`config.mk`:
```
export PLATFORM = sky130hd
export DESIGN_NAME = smc_wr_strobe_lite
export DESIGN_NICKNAME = d
export VERILOG_FILES = /design/src/rtl/smc_wr_strobe_lite.sv
export SDC_FILE = /design/constraint.sdc
export NUM_CORES = 1
export LEC_CHECK = 0
export BUFFER_PORTS_ARGS = -buffer_cell sky130_fd_sc_hd__clkbuf_2
export CAP_MARGIN = 15
export CORE_MARGIN = 8
export CORE_UTILIZATION = 50
export DETAILED_ROUTE_END_ITERATION = 16
export PLACE_DENSITY = 0.77
export SLEW_MARGIN = 30
export SYNTH_ARGS = -nofsm -noshare
export SYNTH_HDL_FRONTEND = slang
export SYNTH_SLANG_ARGS = --single-unit
```
`constraint.sdc`:
```
create_clock -name sys_clk -period 2.05 [get_ports sys_clk]
set_input_delay 0 -clock sys_clk [delete_from_list [all_inputs] [get_ports sys_clk]]
set_output_delay 0 -clock sys_clk [all_outputs]
set_load 0.01 [all_outputs]
```
`src/rtl/smc_wr_strobe_lite.sv`:
```
// Static-memory write-timing generator: sequences SETUP -> STROBE -> HOLD for one write access
// and drives registered, glitch-free strobes into the downstream write-enable gating stage.
module smc_wr_strobe_lite #(
  parameter int unsigned BE_W     = 4,
  parameter int unsigned SETUP_W  = 2,
  parameter int unsigned STROBE_W = 4,
  parameter int unsigned HOLD_W   = 2
) (
  input  logic                sys_clk,
  input  logic                sys_reset,
  input  logic                wr_start,
  input  logic [BE_W-1:0]     wr_be,
  input  logic [SETUP_W-1:0]  cfg_ws_setup,
  input  logic [STROBE_W-1:0] cfg_ws_strobe,
  input  logic [HOLD_W-1:0]   cfg_ws_hold,
  output logic [BE_W-1:0]     n_r_we,
  output logic                n_r_wr,
  output logic                r_full,
  output logic                wr_busy,
  output logic                wr_done
);

  localparam int unsigned SH_W  = (SETUP_W > HOLD_W) ? SETUP_W : HOLD_W;
  localparam int unsigned CNT_W = (STROBE_W > SH_W) ? STROBE_W : SH_W;

  typedef enum logic [1:0] {StIdle, StSetup, StStrobe, StHold} state_e;

  state_e              r_state, w_state_d;
  logic [CNT_W-1:0]    r_cnt, w_cnt_d;
  logic [BE_W-1:0]     r_be, w_be_d;
  logic [STROBE_W-1:0] r_strobe, w_strobe_d;
  logic [HOLD_W-1:0]   r_hold, w_hold_d;

  logic [SETUP_W-1:0]  w_setup_m1;
  logic [HOLD_W-1:0]   w_hold_m1;
  logic                w_cnt_zero;

  assign w_setup_m1 = cfg_ws_setup - SETUP_W'(1);
  assign w_hold_m1  = r_hold - HOLD_W'(1);
  assign w_cnt_zero = (r_cnt == '0);

  always_comb begin
    w_state_d  = r_state;
    w_cnt_d    = r_cnt;
    w_be_d     = r_be;
    w_strobe_d = r_strobe;
    w_hold_d   = r_hold;
    unique case (r_state)
      StIdle: begin
        w_cnt_d = '0;
        if (wr_start) begin
          w_be_d     = wr_be;
          w_strobe_d = cfg_ws_strobe;
          w_hold_d   = cfg_ws_hold;
          if (cfg_ws_setup != '0) begin
            w_state_d = StSetup;
            w_cnt_d   = CNT_W'(w_setup_m1);
          end else begin
            w_state_d = StStrobe;
            w_cnt_d   = CNT_W'(cfg_ws_strobe);
          end
        end
      end
      StSetup: begin
        if (w_cnt_zero) begin
          w_state_d = StStrobe;
          w_cnt_d   = CNT_W'(r_strobe);
        end else begin
          w_cnt_d = r_cnt - CNT_W'(1);
        end
      end
      StStrobe: begin
        if (w_cnt_zero) begin
          if (r_hold != '0) begin
            w_state_d = StHold;
            w_cnt_d   = CNT_W'(w_hold_m1);
          end else begin
            w_state_d = StIdle;
          end
        end else begin
          w_cnt_d = r_cnt - CNT_W'(1);
        end
      end
      StHold: begin
        if (w_cnt_zero) begin
          w_state_d = StIdle;
        end else begin
          w_cnt_d = r_cnt - CNT_W'(1);
        end
      end
      default: begin
        w_state_d = StIdle;
        w_cnt_d   = '0;
      end
    endcase
  end

  // Outputs are decoded from the next state so they align with the state they describe.
  always_ff @(posedge sys_clk or posedge sys_reset) begin
    if (sys_reset) begin
      r_state  <= StIdle;
      r_cnt    <= '0;
      r_be     <= '0;
      r_strobe <= '0;
      r_hold   <= '0;
      n_r_we   <= '1;
      n_r_wr   <= 1'b1;
      r_full   <= 1'b0;
      wr_busy  <= 1'b0;
      wr_done  <= 1'b0;
    end else begin
      r_state  <= w_state_d;
      r_cnt    <= w_cnt_d;
      r_be     <= w_be_d;
      r_strobe <= w_strobe_d;
      r_hold   <= w_hold_d;
      n_r_we   <= (w_state_d == StStrobe) ? ~w_be_d : '1;
      n_r_wr   <= (w_state_d != StStrobe);
      r_full   <= (w_state_d == StStrobe);
      wr_busy  <= (w_state_d != StIdle);
      wr_done  <= (w_state_d == StIdle) && (r_state != StIdle);
    end
  end

endmodule
```
* After elaboration in Yosys (flattened, before gate mapping) *
Cells that the tools add are included.

word-level totals
  register bits = 24
  word-level logic and storage cells = 48

cells by class
  mux-type cells = 17
  reductions and logical operators = 10
  equal/unequal tests = 7
  bitwise logic cells = 1
  $add $sub $neg = 3

operators with widths
  operator                                             count
  2-to-1 mux 4 bit                                     9
  one-hot mux 4 bit (4 select lines)                   1
  2-to-1 mux 2 bit                                     6
  one-hot mux 2 bit (4 select lines)                   1
  nonzero test 2 bit                                   4
  equality test 2 bit, second input constant           3
  zero test 2 bit                                      2
  zero test 4 bit                                      1
  != test 2 bit, second input constant                 2
  inverter 4 bit                                       1
  AND reduction 2 bit                                  2
  subtractor 2 x 1 -> 2 bit, second input constant     2
  subtractor 4 x 1 -> 4 bit, second input constant     1
  != test 3 bit, second input constant                 1
  equality test 2 x 1 -> 1 bit, second input constant  1
  logical AND 1 bit                                    1

* Depth between registers and ports, before layout *
  depth in word-level cells = 6
  mapped depth = 7

* Least setup slack after synthesis *
Ideal clock, no wire load.

  path type = flip-flop to flip-flop
  start point = register r_cnt[0]
  end point = register n_r_we[0]
  arrival time = 1.524 ns
  period minus slack after synthesis = 1.614 ns
  cell stages (with the launch flop) = 7
  required time = 1.960 ns
  path buffers = 0
  slack = 0.436 ns
  cell sequence = dfrtp_1 -> inv_1 -> ha_1 -> or3b_4 -> and2_4 -> a221oi_4 -> nand2_1

on the way
  word-level cells in the longest chain between the ends = 5
  elaborated cells on any way between the ends = 7

ends and longest elaborated chain
  item                                  line        text
  from (decl)                           29          logic [CNT_W-1:0] r_cnt, w_cnt_d;
  from (signal assigned)                113         r_cnt <= w_cnt_d;
  zero test 4 bit *                     40          assign w_cnt_zero = (r_cnt == '0);
  2-to-1 mux 2 bit (on tied branches)   85, 65, 73
  one-hot mux 2 bit (4 select lines) *  48          unique case (r_state)
  equality test 2 bit *                 117         n_r_we <= (w_state_d == StStrobe) ? ~w_be_d : '1;
  2-to-1 mux 4 bit *                    117
  to (signal assigned)                  117
  to (decl)                             16          output logic [BE_W-1:0] n_r_we,

Mark *: on every way between the ends. The rest lies on a longest branch, timed or not.
A chain may end at the register's enable or synchronous reset.

* Final worst setup path *
Ends and elaborated chain as after synthesis.

==> impl_metrics.tcl <==
set metrics [dict create \
    drcViolationCount 0 \
    largest_driver_fanout_on_the_critical_path 6 \
    cts_repair_resize_count 0 \
    topRoutingLayerUsed "met4" \
    route.met2.wl_microns 1290 \
    clock_tree.buffer_depth 2 \
    synth_top_flop_cell "dfrtp_1" \
    maxSlewHeadroom 0.648 \
    cts_tree "done" \
    post_synth_top_cells "dfrtp_1, nand2_1, inv_1" \
    initial_core_util 0.520 \
    detailed_routing_iteration_count_for_the_pre_antenna_repair_pass 4 \
    detail_route.wirelength_microns 2550 \
    detailed_place.area_sq_um 1290 \
    m1WireLength_microns 1060 \
    proportion_of_synthesized_chip_area_in_sequential_cells 0.538 \
    max_freq_mhz 554 \
    fp-row-count 17 \
    finalWeightedCongestion 0.799 \
    power_per_cell_area_nw_per_um2 1480 \
    h-tree-depth 1 \
    post_layout_util 0.674 \
    fp.coreArea_sq_um 2170 \
    first_global_vias 1022 \
    crit_path_max_incr_delay_ns 0.44 \
    timing_worst_slew_pin_value_ns 0.526 \
    total_leakage_power_nw 0.670 \
    async_flop_share 1.00 \
    design_power_total_w 0.00217 \
    top_level_ports 23 \
    min_period_over_period 0.880 \
    required_ns 2.30 \
    dp_hpwl_microns 1820 \
    globalRouteOverflowTotal 0 \
    critical_path.n_buffers_inverters 1 \
    grt_start_max_net_pins 25 \
    layout.nets 165 \
    cts_hold_buf 12 \
    synth_most_common_cell "dfrtp_1" \
    synth.cell_area_sq_um 1130 \
    tns_ns 0 \
    clk_transition_reported_paths_ns 0.13 \
    stdcell_area_sq_um 1460 \
    finalNonFillerCells 174 \
    setup_viol 0 \
    synth_area_leaders "dfrtp_1, dfstp_2, nand2_1" \
    fin_skew_ns 0.00722 \
    tritoncts.num_buffers 3 \
    final_hold_vios 0 \
    synth_top_cell_by_area "dfrtp_1" \
    critical_path.reg2reg.endpoint "n_r_we[0]$_DFF_PP1_" \
    clock_latency_ns 0.31 \
    cpLargestDelayFamily "simple AND/OR/NAND/NOR gates" \
    crit_path_max_delay_cell_type "dfrtp_1" \
    synth.ff_latch_count 24 \
    yosys_warnings 0 \
    endpoint_kind "flop" \
    worstSetupPathType "reg2reg" \
    die_span_in_y_microns 63.5 \
    yosys.area.top_type_share 0.421 \
    min_delay_path_class "in2reg" \
    dpl_cells 158 \
    timing_max_transition_violations_final 0 \
    synthToLayoutAreaGrowth_pct 29.5 \
    grtUsageTotal 0.141 \
    wl_per_cell_microns 14.6 \
    n_antenna_cell 0 \
    die_width_microns 63.5 \
    worst_r2r_startpoint "r_cnt[0]$_DFFE_PP0P_" \
    dr.first_iter.drc_count 18 \
    route.detailed.vias_per_inst 5.33 \
    synthesis.instances 107 \
    worst_ep_arrival_time_ns 2.05 \
    wire_length_on_met3_microns 116 \
    global_route_wire_length_before_repair_microns 4620 \
    final_period_minus_worst_setup_slack_ns 1.80 \
    post_synth.cell_area_avg_sq_um 10.5 \
    timing.max_cap.violations 0 \
    peakVddDrop_v 0.000851 \
    route.antenna.remaining_nets 0 \
    synth.net_count 125 \
    timing_endpoint_of_the_critical_path "n_r_we[0]$_DFF_PP1_" \
    run_status "completed" \
    initial_antenna_violation_count 0 \
    ctsRootBufferMaster "clkbuf_4" \
    port_buffers 22 \
    full_die_area_sq_um 4030 \
    path_cells "inv_1, ha_1, or3b_4, and2_4, a221oi_4, nand2_1" \
    synth_cell_types 29 \
    post_cts_buffers 0 \
    reg2reg_setup_slack_ns 0.25 \
    grt_setup_unrepaired "no" \
    num_vias 927 \
    crit_cells 6 \
    critPathLaunch "r_cnt[0]$_DFFE_PP0P_" \
    drive_gt1_frac 0.315 \
    number_of_enable_flip_flop_cells_after_synthesis 0 \
    crit_path_start_kind "flop" \
    cts_num_sinks 24 \
    reg2reg_depth 6 \
]
## how the worst min path moves through the flow
stage	start	to	slack (ns)	cells past startpoint
finish	cfg_ws_setup[0]	r_cnt[3]$_DFFE_PP0P_	0.10	4
global route	cfg_ws_setup[0]	r_cnt[3]$_DFFE_PP0P_	0.12	4
CTS	cfg_ws_setup[0]	r_cnt[3]$_DFFE_PP0P_	0.09	4
detailed placement	sys_reset	wr_busy$_DFF_PP0_	0.21	2
global placement	sys_reset	r_state[1]$_DFF_PP0_	0.19	2
floorplan	sys_reset	r_be[0]$_DFF_PP0_	0.01	1
## metrics by stage
step | setup slack (ns) | hold WS, ns
4_1_cts | 0.263 | 0.0881
3_3_place_gp | 0.346 | 0.191
2_1_floorplan | 0.436 | 0.0109
5_1_grt | 0.151 | 0.121
6_report | 0.246 | 0.103
3_5_place_dp | 0.277 | 0.210
## placed cells by master, fill, tap and decap left out, types with 4 or more instances in the layout
cell           count
a21oi_1            4
o21ai_0            4
dfrtp_1           19
nor2_1             7
dfstp_2            5
buf_4              4
inv_1              7
mux2_2             6
nand2_1           18
dlygate4sd3_1     12
nor3_1             5
clkbuf_2          22
## registers in the layout, summed over array words and instances (netlist names)
register  cells
n_r_we        4
r_be          4
r_cnt         4
r_strobe      4
r_hold        2
r_state       2
n_r_wr        1
r_full        1
wr_busy       1
wr_done       1
## worst min-delay path, cell delays in order
cell and delay [ns]:
clkbuf_2 0.10, nor2_1 0.10, nand3_1 0.10, a31oi_1 0.07
## power breakdown
part / leakage (nW) / switching (W) / internal (W) / total (W)
registers: 0.282 / 0.000118 / 0.000720 / 0.000838
clock network: 0.0279 / 0.000140 / 0.000198 / 0.000338
logic: 0.361 / 0.000517 / 0.000473 / 0.000989
total: 0.670 / 0.000775 / 0.00139 / 0.00217
## area by class of cell
| class | count | area (sq um) |
|---|---|---|
| inverter | 8 | 30.0 |
| fill | 179 | 708 |
| clock inverter | 1 | 30.0 |
| sequential | 24 | 607 |
| clock buffer | 3 | 22.5 |
| timing repair buffer | 38 | 260 |
| tap | 28 | 35.0 |
| multi-input combinational | 72 | 477 |
## logic make-up after synthesis
logic type | share of synthesized area
AND/OR/NAND/NOR | 0.195
flip-flops | 0.538
AO/OA/AOI/OAI | 0.134
buffers and inverters | 0.0399
multiplexers | 0.0599
adder cells (fa/ha/maj) | 0.0333
## per-layer routing
| metal | vias up | track usage |
|---|---|---|
| met5 | - | 0 |
| met4 | 0 | 0.0669 |
| met3 | 10 | 0.0406 |
| met2 | 22 | 0.243 |
| met1 | 445 | 0.153 |
| li1 | 450 | - |
No activity file was read; power rests on OpenSTA's default activity.
